## config.mk

```make
export PLATFORM = sky130hd
export DESIGN_NAME = bram_18_6_rd_stream_flat
export DESIGN_NICKNAME = d
export VERILOG_FILES = /design/src/rtl/ntt_mem_pkg.sv /design/src/rtl/bram_18_6_rd_stream_if.sv /design/src/rtl/skid_fifo_2.sv /design/src/rtl/bram_18_6_rd_stream.sv /design/src/flat_wrapper.sv
export SDC_FILE = /design/constraint.sdc
export NUM_CORES = 1
export LEC_CHECK = 0
export ABC_AREA = 1
export CAP_MARGIN = 20
export CORE_ASPECT_RATIO = 0.7
export CORE_MARGIN = 2
export CORE_UTILIZATION = 35
export CTS_CLUSTER_DIAMETER = 100
export DETAILED_ROUTE_END_ITERATION = 12
export PLACE_DENSITY = 0.63
export SLEW_MARGIN = 10
export SYNTH_ARGS = -nofsm -noshare
export SYNTH_HDL_FRONTEND = slang
export SYNTH_SLANG_ARGS = --single-unit
export TNS_END_PERCENT = 1
```

## constraint.sdc

```tcl
create_clock -name clk -period 3.1 [get_ports clk]
set_clock_uncertainty 0.05 [all_clocks]
set_input_delay 0.62 -clock clk [delete_from_list [all_inputs] [get_ports clk]]
set_output_delay 0.62 -clock clk [all_outputs]
set_load 0.005 [all_outputs]
```

## src/rtl/ntt_mem_pkg.sv

```systemverilog
// ntt_mem_pkg: shared definitions for the NTT coefficient BRAM read streamer.
//   NTT_DW / NTT_AW : default word width and address width (18 x 64 words)
//   rd_state_t      : read-streamer FSM states
//   bitrev_aw       : reverse the low w bits of v. It is only referenced when
//                     the BITREV_EN build option is defined.
package ntt_mem_pkg;

   localparam int NTT_DW = 18;
   localparam int NTT_AW = 6;

   typedef enum logic [1:0] {
      IDLE  = 2'd0,
      ISSUE = 2'd1,
      DRAIN = 2'd2
   } rd_state_t;

   function automatic logic [31:0] bitrev_aw(input logic [31:0] v, input int w);
      logic [31:0] r;
      r = '0;
      for (int i = 0; i < w; i++) r[i] = v[w-1-i];
      return r;
   endfunction

endpackage

```

## src/rtl/bram_18_6_rd_stream_if.sv

```systemverilog
// bram_18_6_rd_stream_if: BRAM read port plus the output valid/ready stream.
//   rd_addr   : streamer -> BRAM read address (registered inside the BRAM)
//   rd_dout   : BRAM -> streamer data, valid one cycle after rd_addr
//   out_valid : stream valid
//   out_ready : stream ready (from the downstream consumer)
//   out_data  : stream data
// The master modport is the streamer. The slave modport is the BRAM and sink side.
interface bram_18_6_rd_stream_if
   import ntt_mem_pkg::*;
#(
   parameter int DW = NTT_DW,
   parameter int AW = NTT_AW
);

   logic [AW-1:0] rd_addr;
   logic [DW-1:0] rd_dout;
   logic          out_valid;
   logic          out_ready;
   logic [DW-1:0] out_data;

   modport master (
      output rd_addr, out_valid, out_data,
      input  rd_dout, out_ready
   );

   modport slave (
      input  rd_addr, out_valid, out_data,
      output rd_dout, out_ready
   );

endinterface

```

## src/rtl/skid_fifo_2.sv

```systemverilog
// skid_fifo_2: 2-entry synchronous FIFO with a registered head.
//   clk, rst_n : clock and synchronous active-low reset
//   push, din  : write strobe and data (a push is dropped when the FIFO is full and not popping)
//   pop        : read strobe (ignored when the FIFO is empty)
//   count      : occupancy, 0..2
//   head       : oldest entry. It is cleared on reset and holds its last value when the FIFO is empty.
module skid_fifo_2 #(
   parameter int DW = 18
) (
   input  logic          clk,
   input  logic          rst_n,
   input  logic          push,
   input  logic [DW-1:0] din,
   input  logic          pop,
   output logic [1:0]    count,
   output logic [DW-1:0] head
);

   logic [DW-1:0] tail;
   logic          push_ok, pop_ok;

   assign pop_ok  = pop && (count != 2'd0);
   assign push_ok = push && ((count != 2'd2) || pop_ok);

   always_ff @(posedge clk) begin
      if (!rst_n) begin
         count <= 2'd0;
         head  <= '0;
         tail  <= '0;
      end else begin
         count <= count + 2'(push_ok) - 2'(pop_ok);
         if (pop_ok) begin
            // The entry behind the head moves forward. An incoming word fills
            // whichever slot becomes free.
            if (count == 2'd2) begin
               head <= tail;
               if (push_ok) tail <= din;
            end else if (push_ok) begin
               head <= din;
            end
         end else if (push_ok) begin
            if (count == 2'd0) head <= din;
            else               tail <= din;
         end
      end
   end

endmodule

```

## src/rtl/bram_18_6_rd_stream.sv

```systemverilog
// bram_18_6_rd_stream: reads len consecutive BRAM words starting at address 0
// and presents them on a valid/ready stream with full backpressure.
//   clk, rst_n : clock and synchronous active-low reset
//   start, len : start a pass of len words (0 or anything above 2^AW means 2^AW).
//                start is honoured only when idle.
//   bitrev     : (only when BITREV_EN is defined) bit-reversed address order, sampled with start
//   busy       : pass in progress
//   done       : one-cycle pulse after the last word is accepted
//   bus        : BRAM read port plus the output stream (master side)
// Build option: BITREV_EN adds the bitrev input and the bit-reversed addressing.
module bram_18_6_rd_stream
   import ntt_mem_pkg::*;
#(
   parameter int DW = NTT_DW,
   parameter int AW = NTT_AW
) (
   input  logic                  clk,
   input  logic                  rst_n,
   input  logic                  start,
   input  logic [AW:0]           len,
`ifdef BITREV_EN
   input  logic                  bitrev,
`endif
   output logic                  busy,
   output logic                  done,
   bram_18_6_rd_stream_if.master bus
);

   localparam logic [AW:0] DEPTH = {1'b1, {AW{1'b0}}};

   rd_state_t     state, state_nxt;
   logic [AW:0]   cnt, remain;
   logic          inflight, issue, last_issue, pop, done_nxt;
   logic [1:0]    count;
   logic [2:0]    occ;
   logic [AW-1:0] addr_hold, issue_addr;
   logic [DW-1:0] head;

   // Words that will be queued or already queued after this cycle. Issuing
   // only when this is at most 1 keeps the 2-entry FIFO from overflowing and
   // still gives 1 word/cycle while out_ready stays high.
   assign pop        = (count != 2'd0) && bus.out_ready;
   assign occ        = 3'(count) + 3'(inflight) - 3'(pop);
   assign issue      = (state == ISSUE) && (occ <= 3'd1);
   assign last_issue = issue && (cnt == remain - 1'b1);

`ifdef BITREV_EN
   logic brev_q;
   assign issue_addr = brev_q ? AW'(bitrev_aw(32'(cnt[AW-1:0]), AW)) : cnt[AW-1:0];
`else
   assign issue_addr = cnt[AW-1:0];
`endif

   // The BRAM has no read enable. Holding the address between issues just
   // repeats a harmless read.
   assign bus.rd_addr   = issue ? issue_addr : addr_hold;
   assign bus.out_valid = (count != 2'd0);
   assign bus.out_data  = head;
   assign busy          = (state != IDLE);

   always_comb begin
      state_nxt = state;
      done_nxt  = 1'b0;
      unique case (state)
         IDLE:  if (start) state_nxt = ISSUE;
         ISSUE: if (last_issue) state_nxt = DRAIN;
         // The check looks ahead one cycle, so done lands in the cycle right
         // after the final handshake.
         DRAIN: if (occ == 3'd0) begin
            state_nxt = IDLE;
            done_nxt  = 1'b1;
         end
         default: state_nxt = IDLE;
      endcase
   end

   always_ff @(posedge clk) begin
      if (!rst_n) begin
         state     <= IDLE;
         done      <= 1'b0;
         inflight  <= 1'b0;
         cnt       <= '0;
         remain    <= '0;
         addr_hold <= '0;
`ifdef BITREV_EN
         brev_q    <= 1'b0;
`endif
      end else begin
         state     <= state_nxt;
         done      <= done_nxt;
         inflight  <= issue;
         addr_hold <= bus.rd_addr;
         if ((state == IDLE) && start) begin
            cnt    <= '0;
            remain <= ((len == '0) || (len > DEPTH)) ? DEPTH : len;
`ifdef BITREV_EN
            brev_q <= bitrev;
`endif
         end else if (issue) begin
            cnt <= cnt + 1'b1;
         end
      end
   end

   skid_fifo_2 #(.DW(DW)) u_fifo (
      .clk   (clk),
      .rst_n (rst_n),
      .push  (inflight),
      .din   (bus.rd_dout),
      .pop   (pop),
      .count (count),
      .head  (head)
   );

endmodule

```

## src/flat_wrapper.sv

```systemverilog
// flat-port wrapper written by rule: the top's interface ports become plain ports
module bram_18_6_rd_stream_flat import ntt_mem_pkg::*;
#(
   parameter int DW = NTT_DW,
   parameter int AW = NTT_AW
)
  (clk, rst_n, start, len, busy, done, bus_rd_addr, bus_out_valid, bus_out_data, bus_rd_dout, bus_out_ready);
  bram_18_6_rd_stream_if #(.DW(DW), .AW(AW)) bus_i ();
  input  logic clk;
  input  logic rst_n;
  input  logic start;
  input  logic [AW:0] len;
  output logic busy;
  output logic done;
  output wire logic [$bits(bus_i.rd_addr)-1:0] bus_rd_addr;
  output wire logic [$bits(bus_i.out_valid)-1:0] bus_out_valid;
  output wire logic [$bits(bus_i.out_data)-1:0] bus_out_data;
  input wire logic [$bits(bus_i.rd_dout)-1:0] bus_rd_dout;
  input wire logic [$bits(bus_i.out_ready)-1:0] bus_out_ready;
  assign bus_rd_addr = bus_i.rd_addr;
  assign bus_out_valid = bus_i.out_valid;
  assign bus_out_data = bus_i.out_data;
  assign bus_i.rd_dout = bus_rd_dout;
  assign bus_i.out_ready = bus_out_ready;
  bram_18_6_rd_stream #(.DW(DW), .AW(AW)) u_core (.clk(clk), .rst_n(rst_n), .start(start), .len(len), .busy(busy), .done(done), .bus(bus_i));
endmodule
```

Yosys cells after proc, flatten, opt, wreduce, memory -nomap -nowiden
Index checks and enable logic that the tools add are counted.
- eq/ne operators: 11
- bitwise logic cells: 1
- magnitude comparators: 2
- reduce and logical (&&, ||, !) cells: 22
- muxes and demuxes: 16
- add/sub/neg operators: 6
- operators by type and width (cell ; number):
    $mux W18 ; 9
    $reduce_bool A2 Y1 ; 5
    $ne A2 B2 Y1 const B ; 4
    $add A7 B1 Y7 const B ; 1
    $eq A7 B7 Y1 ; 1
    $gt A7 B7 Y1 const B ; 1
    $logic_not A7 Y1 ; 1
    $mux W7 ; 1
    $sub A7 B1 Y7 const B ; 1
    $logic_and A1 B1 Y1 ; 6
    $mux W2 ; 3
    $mux W6 ; 1
    $ne A2 B1 Y1 const B ; 3
    $pmux W2 S3 ; 1
    $reduce_and A3 Y1 ; 2
    $eq A2 B2 Y1 const B ; 2
    $logic_not A2 Y1 ; 2
    $reduce_and A4 Y1 ; 1
    $add A2 B1 Y3 ; 1
    $le A3 B1 Y1 const B ; 1
    $logic_not A3 Y1 ; 1
    $sub A3 B1 Y3 ; 1
    $add A2 B1 Y2 ; 1
    $eq A2 B1 Y1 const B ; 1
    6 further kinds ; 7
- bits in registers: 62
- bits of input ports: 29
- output and inout bits: 27

Longest topological paths before layout
Gate-level depths: netlist (run 1).
- depth in word-level cells: 8
- mapped depth: 18

Cells and area by module
A second synthesis (run 1) with hierarchy kept.
- cell total of the unflattened synthesis: 511
- area total of the unflattened synthesis: 3314.4 um^2
- by module, submodules not included (module ; cells each ; instances ; area an instance (um^2)):
    skid_fifo_2 ; 320 ; 1 ; 2001.9
    bram_18_6_rd_stream ; 191 ; 1 ; 1312.5

Least setup slack after synthesis (run 1)
Ideal clock, no wire load.
- path type: input to output
- start point: input port bus_out_ready
- end point: output port bus_rd_addr[4]
- arrival time: 2.381 ns
- cell stages on the path: 11
- slack: 0.049 ns
- cell sequence: nand2_1 -> inv_1 -> ha_1 -> inv_1 -> ha_1 -> inv_1 -> fa_1 -> nand4_2 -> buf_2 -> o21ai_0 -> inv_1
- word-level cells in the longest chain between the ends: 5
- ends and longest elaborated chain (item ; line ; source):
    from (decl) ; flat_wrapper.sv:19 ; input wire logic [$bits(bus_i.out_ready)-1:0] bus_out_ready;
    $logic_and A1 B1 Y1 ; bram_18_6_rd_stream.sv:42 ; assign pop = (count != 2'd0) && bus.out_ready;
    $sub A3 B1 Y3 ; bram_18_6_rd_stream.sv:43 ; assign occ = 3'(count) + 3'(inflight) - 3'(pop);
    $le A3 B1 Y1 ; bram_18_6_rd_stream.sv:44 ; assign issue = (state == ISSUE) && (occ <= 3'd1);
    $logic_and A1 B1 Y1 ; bram_18_6_rd_stream.sv:44 ;
    $mux W6 ; bram_18_6_rd_stream.sv:56 ; assign bus.rd_addr = issue ? issue_addr : addr_hold;
    to (decl) ; flat_wrapper.sv:15 ; output wire logic [$bits(bus_i.rd_addr)-1:0] bus_rd_addr;
No other way between the ends.

Worst setup path after layout (run 1)
- start point: register u_core.u_fifo.count[0]
- end point: output port bus_rd_addr[4]
- word-level cells in the longest chain between the ends: 6
- elaborated cells on any way between the ends: 7
- classes of those cells: add/sub: 2; order compare: 1; mux: 1; reduce/logical: 3
- ends and longest elaborated chain (item ; line ; source):
    from (decl) ; skid_fifo_2.sv:15 ; output logic [1:0] count,
    from (signal assigned) ; skid_fifo_2.sv:31 ; count <= count + 2'(push_ok) - 2'(pop_ok);
    parallel branches: the longest is 2 deep, another holds $add A2 B1 Y3 ; - ;
    $sub A3 B1 Y3 * ; bram_18_6_rd_stream.sv:43 ;
    $le A3 B1 Y1 * ; bram_18_6_rd_stream.sv:44 ;
    $logic_and A1 B1 Y1 * ; bram_18_6_rd_stream.sv:44 ;
    $mux W6 * ; bram_18_6_rd_stream.sv:56 ;
Every way passes the cells marked *.

==> impl_metrics.py, run 1 <==
metrics = {
    "sta": {
        "holdWs_ns": 0.392,
        "setup_tns_ns": -0.434,
        "fin_crit_sh": 1.06,
        "tightest_slew_ns": 0.556,
        "relSlewSlack": 0.629,
        "hold_viol": 0,
        "finalCriticalPeriod_ns": 3.27,
        "worst_slack_ns": -0.173,
        "fmax_ghz": 0.306,
        "setup_viol_count_final": 6,
        "rsz0062_at_grt": "true",
        "drv_slew": 0,
    },
    "yosys": {
        "synth-simple-area-share": 0.224,
        "synth.mux.area_fraction": 0,
        "yosys.area_share.adder": 0.0316,
        "synth.avg_cell_area_sq_um": 7.29,
        "syn-num-nets": 449,
        "ys_ff_latch": 62,
        "synth-edff-count": 0,
        "synthCells": 413,
        "synth_compound_area_frac": 0.183,
        "netlist_area_sq_mm": 0.00301,
        "ys_seq_area_frac": 0.412,
        "yosys.area_share.xor_xnor": 0.0349,
        "ys_types": 31,
        "synth_warnings": 0,
        "async_flop_share": 0,
        "synth_top_family_by_area": "simple AND/OR/NAND/NOR gates",
        "synthFlopType": "dfxtp_1",
    },
    "worst_setup_path": {
        "cp.arrival_ns": 2.60,
        "cpPeakStageDelay_ns": 0.59,
        "critPathBufInv": 8,
        "crit_required_ns": 2.43,
        "cp_top_family": "adder cells",
        "startpoint_type": "register",
        "cp-end-kind": "output port",
        "crit_chain": "inv_2 -> nand2_2 -> nand2_2 -> inv_2 -> ha_4 -> inv_4 -> ha_4 -> inv_2 -> fa_2 -> nand4_4 -> buf_6 -> buf_6 -> o21ai_4 -> inv_1 -> buf_2",
        "path_class": "register to output port",
        "ff2ff_setup_slack_ns": 0.34,
        "critPathMaxFanout": 4,
        "slowest_stage": "fa_2",
        "cp_common_cell": "inv_2",
    },
    "cells_and_area": {
        "final_area_sq_mm": 0.00424,
        "layout-drive-gt1-share": 0.198,
        "final_common_cell": "nand2_1",
        "layout_common_cells": "nand2_1 (71), dfxtp_1 (60), inv_1 (56)",
        "antenna_cells": 0,
        "area_growth_pct": 40.8,
        "nNetsFinal": 531,
        "stdcell_count": 604,
    },
    "floorplanning": {
        "die_h_microns": 81.6,
        "start_util": 0.358,
        "io_pins": 56,
        "rows": 28,
        "core_area_sq_mm": 0.00841,
        "dieArea_sq_mm": 0.00937,
        "die_w_microns": 115,
    },
    "pwr": {
        "power-per-cell-area_mw_per_mm2": 788,
        "ir_drop_mv": 0.301,
        "leakage_nw": 1.77,
    },
    "global_routing": {
        "grt_pass1_wl_microns": 11900,
        "met3_usage": 0.0369,
        "grt_pass1_vias": 2607,
        "use_met2": 0.251,
        "grt_max_degree": 29,
        "grt-busiest-layer": "met2",
        "antenna_found_initial": 0,
        "grt_usage": 0.161,
        "met1_usage": 0.224,
        "overflow": 0,
    },
    "placed_design": {
        "dp.cells": 576,
        "dpl.hpwl_microns": 4980,
        "gp_congestion": 0.870,
        "port_buffers": 55,
        "placed_area_sq_mm": 0.00374,
        "dp_slack_ns": -0.867,
    },
    "routing": {
        "ant_nets": 0,
        "drtIter0Drc": 103,
        "first_pass_iters": 4,
        "routed_via_density": 4.71,
        "wl_microns": 7270,
        "wl_per_cell_microns": 12.0,
        "drcViolationCount": 0,
        "vias": 2844,
    },
    "cts": {
        "cts_htree_levels": 3,
        "clock_latency_ns": 0.32,
        "cts_buffers": 9,
        "clk_pin_slew_ns": 0.05,
        "cts_tree": "built",
        "root_buffer": "clkbuf_16",
        "cts_sinks": 62,
        "clockBufferDepth": 2,
    },
    "outcome": {
        "status": "finished, violations left",
        "failed_checks": "setup timing",
    },
    "worst_hold_path": {
        "min_path_type": "register to register",
    },
    "run": {
        "maxCapViolCount": 0,
    },
}
[worst paths after layout]
check | endpoint | cells after the start | startpoint
setup / recovery | bus_rd_addr[4] | 15 | u_core.u_fifo.count[0]
hold / removal | u_core.u_fifo.head[7] | 2 | u_core.u_fifo.head[7]
setup reg to reg | u_core.cnt[5] | 17 | u_core.u_fifo.count[0]
hold reg to reg | u_core.u_fifo.head[7] | 2 | u_core.u_fifo.head[7]
[logic make-up (layout without fill, tap and decap cells)]
| family | Yosys count | count (layout) |
|---|---|---|
| adder cells (fa/ha/maj) | 7 | 7 |
| AO/OA/AOI/OAI | 101 | 101 |
| XOR/XNOR | 12 | 12 |
| AND/OR/NAND/NOR | 150 | 150 |
| flip-flops | 62 | 62 |
| buffers and inverters | 81 | 167 |
[cell usage after synthesis, drive strengths merged (4+ instances only)]
master | count | area (sq um)
nand2 | 83 | 329
inv | 64 | 240
dfxtp | 62 | 1240
a21oi | 48 | 240
o21ai | 39 | 210
nand3 | 30 | 150
nor2 | 27 | 121
buf | 10 | 77.6
o21a | 8 | 60.1
xor2 | 8 | 70.1
clkbuf | 7 | 27.5
ha | 6 | 75.1
nand4 | 5 | 37.5
o22ai | 4 | 25.0
or2 | 4 | 25.0
xnor2 | 4 | 35.0
[flip-flops by register name, indices dropped and copies added, names as in the netlist]
register             cells
u_core.state             2
u_core.u_fifo.head      18
u_core.u_fifo.tail      18
u_core.cnt               7
u_core.done              1
u_core.u_fifo.count      2
u_core.remain            7
u_core.addr_hold         6
u_core.inflight          1
[cell type report]
class / instances / area, sq um
clock buffer: 12 / 256
clock inverter: 3 / 20.0
fill: 832 / 4170
inverter: 64 / 243
multi-input combinational: 270 / 1550
sequential: 62 / 1240
tap: 105 / 131
timing repair buffer: 88 / 790
[worst min-delay path: cells and delay by family, from the launching register on]
| kind | cells | cell delay (ns) |
|---|---|---|
| compound gates | 1 | 0.05 |
| flops | 1 | 0.30 |
| buf+inv | 1 | 0.05 |
[per-layer routing]
metal  vias up  wire length, microns  share of wire
met4         0                    95          0.013
met2        55                  3240           0.45
met1      1291                  3660           0.50
met5         -                     0              0
li1       1490                     -              -
met3         8                   276          0.038
[where the power goes]
part	internal, mW	switching (mW)	leakage [nW]
registers	0.913	0.0561	0.503
logic	0.741	0.710	1.13
clock network	0.578	0.341	0.131
[through the flow]
stage / power [mW] / utilization
2_1_floorplan: 1.62 / -
3_3_place_gp: 2.06 / 0.443
3_5_place_dp: 2.09 / 0.445
4_1_cts: 3.25 / 0.496
5_1_grt: 3.54 / 0.504
6_report: 3.34 / 0.504
[what timing repair did]
item / CTS / global route
pin swaps: 12 / 12
hold endpoints to repair: 0 / 0
hold buffers: 0 / 0
gates resized for setup: 54 / 17
setup endpoints to repair: 6 / 6
buffers inserted: 9 / 4
(Power assumes the default switching activity.)
==> inputs of run 2 (changes only) <==
--- a/config.mk
+++ b/config.mk
@@ -12,7 +12,7 @@
 export CORE_UTILIZATION = 35
 export CTS_CLUSTER_DIAMETER = 100
 export DETAILED_ROUTE_END_ITERATION = 12
-export PLACE_DENSITY = 0.63
+export PLACE_DENSITY_LB_ADDON = 0.2
 export SLEW_MARGIN = 10
 export SYNTH_ARGS = -nofsm -noshare
 export SYNTH_HDL_FRONTEND = slang
==> impl_metrics.py, run 2 (same netlist as run 1, synthesis figures left out) <==
metrics = {
    "cells_and_area": {
        "antenna_cells": 0,
        "top_regs": "u_core.u_fifo.head: 18 flops, u_core.u_fifo.tail: 18 flops",
        "final_area_sq_mm": 0.00416,
        "area_growth_pct": 38.1,
        "layout_common_cells": "nand2_1 (73), dfxtp_1 (60), inv_1 (57)",
        "final_common_cell": "nand2_1",
        "layout-drive-gt1-share": 0.180,
        "finalCoreUtilization": 0.494,
        "nNetsFinal": 526,
    },
    "routing": {
        "drtIter0Drc": 125,
        "wl_per_cell_microns": 11.9,
        "routed_via_density": 4.71,
        "vias": 2822,
        "drcViolationCount": 0,
        "wl_microns": 7120,
        "ant_nets": 0,
        "first_pass_iters": 6,
    },
    "cts": {
        "ctsHoldBuffers": 0,
        "clk_pin_slew_ns": 0.05,
        "root_buffer": "clkbuf_16",
        "clock_latency_ns": 0.33,
        "cts_tree": "built",
        "cts_sinks": 62,
        "cts_buffers": 9,
        "cts_htree_levels": 3,
        "clockBufferDepth": 2,
    },
    "worst_setup_path": {
        "startpoint": "u_core.u_fifo.count[0]",
        "slowest_stage": "fa_2",
        "cpPeakStageDelay_ns": 0.59,
        "regToRegEndpoint": "u_core.cnt[4]",
        "cp-end-kind": "output port",
        "rr_startpoint": "u_core.u_fifo.count[0]",
        "cp_common_cell": "inv_2",
        "crit_required_ns": 2.43,
        "cp.arrival_ns": 2.52,
        "critPathMaxFanout": 4,
        "worstRegToRegCells": 17,
        "crit_chain": "inv_2 -> nand2_2 -> nand2_2 -> inv_2 -> ha_4 -> inv_2 -> ha_4 -> inv_2 -> fa_2 -> nand4_4 -> buf_6 -> buf_6 -> nand2_4 -> nand2_4 -> buf_6",
        "startpoint_type": "register",
        "ff2ff_setup_slack_ns": 0.40,
        "path_class": "register to output port",
    },
    "pwr": {
        "leakage_nw": 1.74,
        "power-per-cell-area_mw_per_mm2": 758,
        "ir_drop_mv": 0.257,
    },
    "worst_hold_path": {
        "holdPathEnd": "u_core.u_fifo.head[1]",
        "hp-start": "u_core.u_fifo.head[1]",
        "min_path_type": "register to register",
        "whs_path_depth": 2,
    },
    "placed_design": {
        "dp_slack_ns": -0.882,
        "port_buffers": 55,
        "gp_congestion": 0.812,
        "dpl.hpwl_microns": 4900,
        "placed_area_sq_mm": 0.00376,
    },
    "floorplanning": {
        "die_h_microns": 81.6,
        "io_pins": 56,
        "rows": 28,
        "core_area_sq_mm": 0.00841,
        "start_util": 0.358,
        "die_w_microns": 115,
        "dieArea_sq_mm": 0.00937,
    },
    "global_routing": {
        "antenna_found_initial": 0,
        "overflow": 0,
        "grt_max_degree": 28,
        "grt_usage": 0.169,
        "grt_pass1_vias": 2643,
        "grt_pass1_wl_microns": 12200,
    },
    "sta": {
        "fin_crit_sh": 1.03,
        "setup_viol_count_final": 4,
        "drv_slew": 0,
        "hold_viol": 0,
        "finalCriticalPeriod_ns": 3.19,
        "fmax_ghz": 0.314,
        "tightest_slew_ns": 0.532,
        "worst_slack_ns": -0.0891,
        "rsz0062_at_grt": "true",
        "relSlewSlack": 0.645,
    },
    "outcome": {
        "status": "finished, violations left",
        "failed_checks": "setup timing",
    },
    "run": {
        "maxCapViolCount": 0,
    },
}
-- run 2: changes by cell type in the layout (fill, tap and decap cells not counted), sizes merged --
cell / previous run / this run
buf: 38 / 35
clkbuf: 14 / 13
clkinv: 1 / 2
clkinvlp: 2 / 0
-- run 2: through the flow --
step,TNS [ns],power [mW],instances,hold slack [ns]
final,-0.189,3.15,599,0.392
after global routing,-0.965,3.37,599,0.417
after CTS,-0.412,3.13,597,0.396
after detailed placement,-6.30,2.10,576,0.388
after global placement,-6.06,2.08,575,0.381
after floorplan,0,1.62,413,0.373
-- run 2: what timing repair did --
action / 4_1_cts / 5_1_grt
gates resized for setup: 64 / 4
setup endpoints to repair: 6 / 6
pin swaps: 11 / 8
setup buffers: 7 / 2
-- run 2: critical path, delay by kind of cell, from the launching register on --
kind	cells	cell delay [ns]
adder cells (fa/ha/maj)	3	0.89
buffers and inverters	7	0.58
AND/OR/NAND/NOR	5	0.38
flip-flops	1	0.32
-- run 2: per-layer routing --
| metal | vias to the layer above | wire [microns] | GRT usage |
|---|---|---|---|
| met4 | 0 | 108 | 0.0663 |
| met5 | - | 0 | 0 |
| met3 | 8 | 395 | 0.0554 |
| met1 | 1268 | 3560 | 0.224 |
| met2 | 57 | 3050 | 0.254 |
| li1 | 1489 | - | - |
-- run 2: area by class of cell --
class | count | area, sq um
inverters | 64 | 240
flip-flops and latches | 62 | 1240
clock inverters | 2 | 10.0
fillers | 828 | 4250
repair buffers | 83 | 758
multi-input cells | 270 | 1530
clock buffers | 13 | 240
well taps | 105 | 131
-- run 2: report_power, final --
part	internal (mW)	switching [mW]	total (mW)
clock	0.533	0.329	0.862
combinational	0.658	0.662	1.32
sequential	0.914	0.0547	0.969
-- run 2: worst max path at each step --
stage / to / slack, ns
floorplan: bus_rd_addr[4] / 0.05
global placement: bus_rd_addr[1] / -0.89
detailed placement: bus_rd_addr[5] / -0.88
CTS: bus_rd_addr[1] / -0.12
global route: bus_rd_addr[1] / -0.21
finish: bus_rd_addr[1] / -0.09
==> inputs of run 3 (changes only) <==
--- a/config.mk
+++ b/config.mk
@@ -16,5 +16,6 @@
 export SLEW_MARGIN = 10
 export SYNTH_ARGS = -nofsm -noshare
 export SYNTH_HDL_FRONTEND = slang
+export SYNTH_HIERARCHICAL = 1
 export SYNTH_SLANG_ARGS = --single-unit
 export TNS_END_PERCENT = 1
==> constraint.sdc (replaced) <==
create_clock -name clk -period 3.3 [get_ports clk]
set_clock_uncertainty 0.05 [all_clocks]
set_input_delay 0.66 -clock clk [delete_from_list [all_inputs] [get_ports clk]]
set_output_delay 0.66 -clock clk [all_outputs]
set_load 0.005 [all_outputs]
==> impl_metrics.py, run 3 <==
metrics = {
    "outcome": {
        "status": "finished, violations left",
        "failed_checks": "setup timing",
    },
    "routing": {
        "wl_per_cell_microns": 11.4,
        "wl_microns": 8200,
        "ant_nets": 0,
        "drcViolationCount": 0,
        "routed_via_density": 4.48,
        "vias": 3229,
        "drtIter0Drc": 143,
        "first_pass_iters": 5,
    },
    "yosys": {
        "netlist_top_cells_area": "dfxtp_1 (37%), nand2_1 (15%), nor2_1 (11%)",
        "async_flop_share": 0,
        "synth.avg_cell_area_sq_um": 6.49,
        "synthCells": 511,
        "yosys-top-cells-count": "nand2_1 (136), nor2_1 (94), inv_1 (73)",
        "yosys.area.top_type": "dfxtp_1",
        "synthFlopType": "dfxtp_1",
        "netlist_area_sq_mm": 0.00331,
        "synth.most_common_cell": "nand2_1",
        "synth-edff-count": 0,
        "ys_seq_area_frac": 0.374,
        "ys_types": 35,
        "synth_top_area_share": 0.374,
        "ys_ff_latch": 62,
        "syn-num-nets": 547,
        "synth_warnings": 6,
    },
    "worst_setup_path": {
        "critPathMaxFanout": 6,
        "crit_chain": "buf_6 -> o21a_1 -> ha_1 -> inv_2 -> ha_4 -> inv_2 -> fa_2 -> inv_2 -> nand2_2 -> nand2_2 -> nor2_4 -> nand2_4 -> inv_4 -> buf_6 -> or2_1 -> o21ai_2 -> inv_1 -> buf_2",
        "cpPeakStageDelay_ns": 0.35,
        "slowest_stage": "fa_2",
        "path_class": "input port to output port",
        "crit_required_ns": 2.59,
        "cp-end-kind": "output port",
        "cp.arrival_ns": 2.70,
        "startpoint_type": "input port",
        "critPathBufInv": 8,
        "cp_top_family": "adder cells",
        "cp_common_cell": "inv_2",
    },
    "floorplanning": {
        "start_util": 0.362,
        "die_w_microns": 120,
        "dieArea_sq_mm": 0.0103,
        "io_pins": 56,
        "die_h_microns": 85.4,
        "core_area_sq_mm": 0.00914,
        "rows": 29,
    },
    "pwr": {
        "ir_drop_mv": 0.176,
        "power-per-cell-area_mw_per_mm2": 484,
        "total_power_mw": 2.19,
        "leakage_nw": 2.17,
    },
    "cells_and_area": {
        "area_growth_pct": 36.7,
        "layout-drive-gt1-share": 0.159,
        "fill_cells": 929,
        "nNetsFinal": 628,
        "antenna_cells": 0,
        "final_common_cell": "nand2_1",
        "multi_input_area_sq_mm": 0.00171,
        "layout_common_cells": "nand2_1 (133), nor2_1 (92), inv_1 (69)",
        "top_regs": "u_core/u_fifo/head: 18 flops, u_core/u_fifo/tail: 18 flops",
        "regArea_sq_mm": 0.00124,
    },
    "global_routing": {
        "grt_pass1_vias": 2955,
        "grt_usage": 0.170,
        "grt_pass1_wl_microns": 13800,
        "antenna_found_initial": 0,
        "overflow": 0,
        "grt_max_degree": 41,
    },
    "cts": {
        "clk_pin_slew_ns": 0.05,
        "ctsHoldBuffers": 0,
        "cts_tree": "built",
        "clock_latency_ns": 0.33,
        "cts_htree_levels": 3,
        "cts_sinks": 62,
        "clockBufferDepth": 2,
        "root_buffer": "clkbuf_16",
        "cts_buffers": 9,
    },
    "sta": {
        "tightest_slew_ns": 0.556,
        "holdWs_ns": 0.413,
        "worst_slack_ns": -0.105,
        "setup_viol_count_final": 6,
        "hold_viol": 0,
        "rsz0062_at_grt": "true",
        "relSlewSlack": 0.628,
        "fmax_ghz": 0.294,
        "fin_crit_sh": 1.03,
        "finalCriticalPeriod_ns": 3.41,
        "drv_slew": 0,
    },
    "placed_design": {
        "port_buffers": 55,
        "gp_congestion": 0.798,
        "dpl.hpwl_microns": 5440,
    },
    "run": {
        "maxCapViolCount": 0,
    },
    "worst_hold_path": {
        "min_path_type": "register to register",
    },
}
## run 3: kinds of logic (layout without fill, tap and decap cells)
| kind of cell | count (synthesis) | count (layout) | synth area share |
|---|---|---|---|
| AOI/OAI and AO/OA | 32 | 32 | 0.0570 |
| xor gates and xnor gates | 5 | 5 | 0.0132 |
| adders and majority gates | 7 | 7 | 0.0287 |
| buffers and inverters | 96 | 182 | 0.125 |
| DFF | 62 | 62 | 0.374 |
| and+or+nand+nor | 309 | 309 | 0.402 |
## run 3: through the flow
step                setup WS, ns   util  area [sq um]  std cells  TNS [ns]
floorplan                  0.220      -          3310        511         0
global placement          -0.753  0.437          4000        685     -4.16
detailed placement        -0.823  0.437          4000        685     -4.64
CTS                       -0.116  0.491          4490        721    -0.539
global route              -0.202  0.495          4530        721    -0.960
finish                    -0.105  0.495          4530        721    -0.249
## run 3: layer usage
metal  share of wire  vias to the layer above  track usage
met5               0                        -            0
met4          0.0087                        0       0.0444
met3           0.055                        8       0.0437
met2            0.42                       80        0.264
met1            0.52                     1415        0.234
li1                -                     1726            -
## run 3: area by class of cell
class / instances / share of cell area
Multi-Input combinational cell: 353 / 0.377
Sequential cell: 62 / 0.274
Timing Repair Buffer: 88 / 0.182
Inverter: 78 / 0.0652
Clock buffer: 14 / 0.0649
Tap cell: 124 / 0.0343
Clock inverter: 2 / 0.00276
## run 3: worst paths after layout
kind / start / to / slack, ns / cells past startpoint
max reg2reg: u_core/u_fifo/count[0] / u_core/addr_hold[4] / 0.07 / 22
min reg2reg: u_core/addr_hold[1] / u_core/addr_hold[1] / 0.41 / 2
min: u_core/addr_hold[1] / u_core/addr_hold[1] / 0.41 / 2
max: bus_out_ready / bus_rd_addr[2] / -0.11 / 18
## run 3: timing repair
action | CTS | global route
hold endpoints to repair | 0 | 0
pin swaps | 8 | 9
setup buffers | 21 | 1
resized for setup | 36 | 18
setup endpoints to repair | 6 | 7
## run 3: worst reg2reg max path, delay by kind of cell (launching register included)
family,cells,cell delay [ns]
DFF,1,0.32
adders and majority gates,3,0.95
buffers and inverters,13,1.20
and+or+nand+nor,4,0.40
AOI/OAI and AO/OA,2,0.25
## run 3: power by group
group	internal [mW]	switching [mW]
Sequential	0.780	0.0194
Clock	0.610	0.339
Combinational	0.228	0.215
Total	1.62	0.573
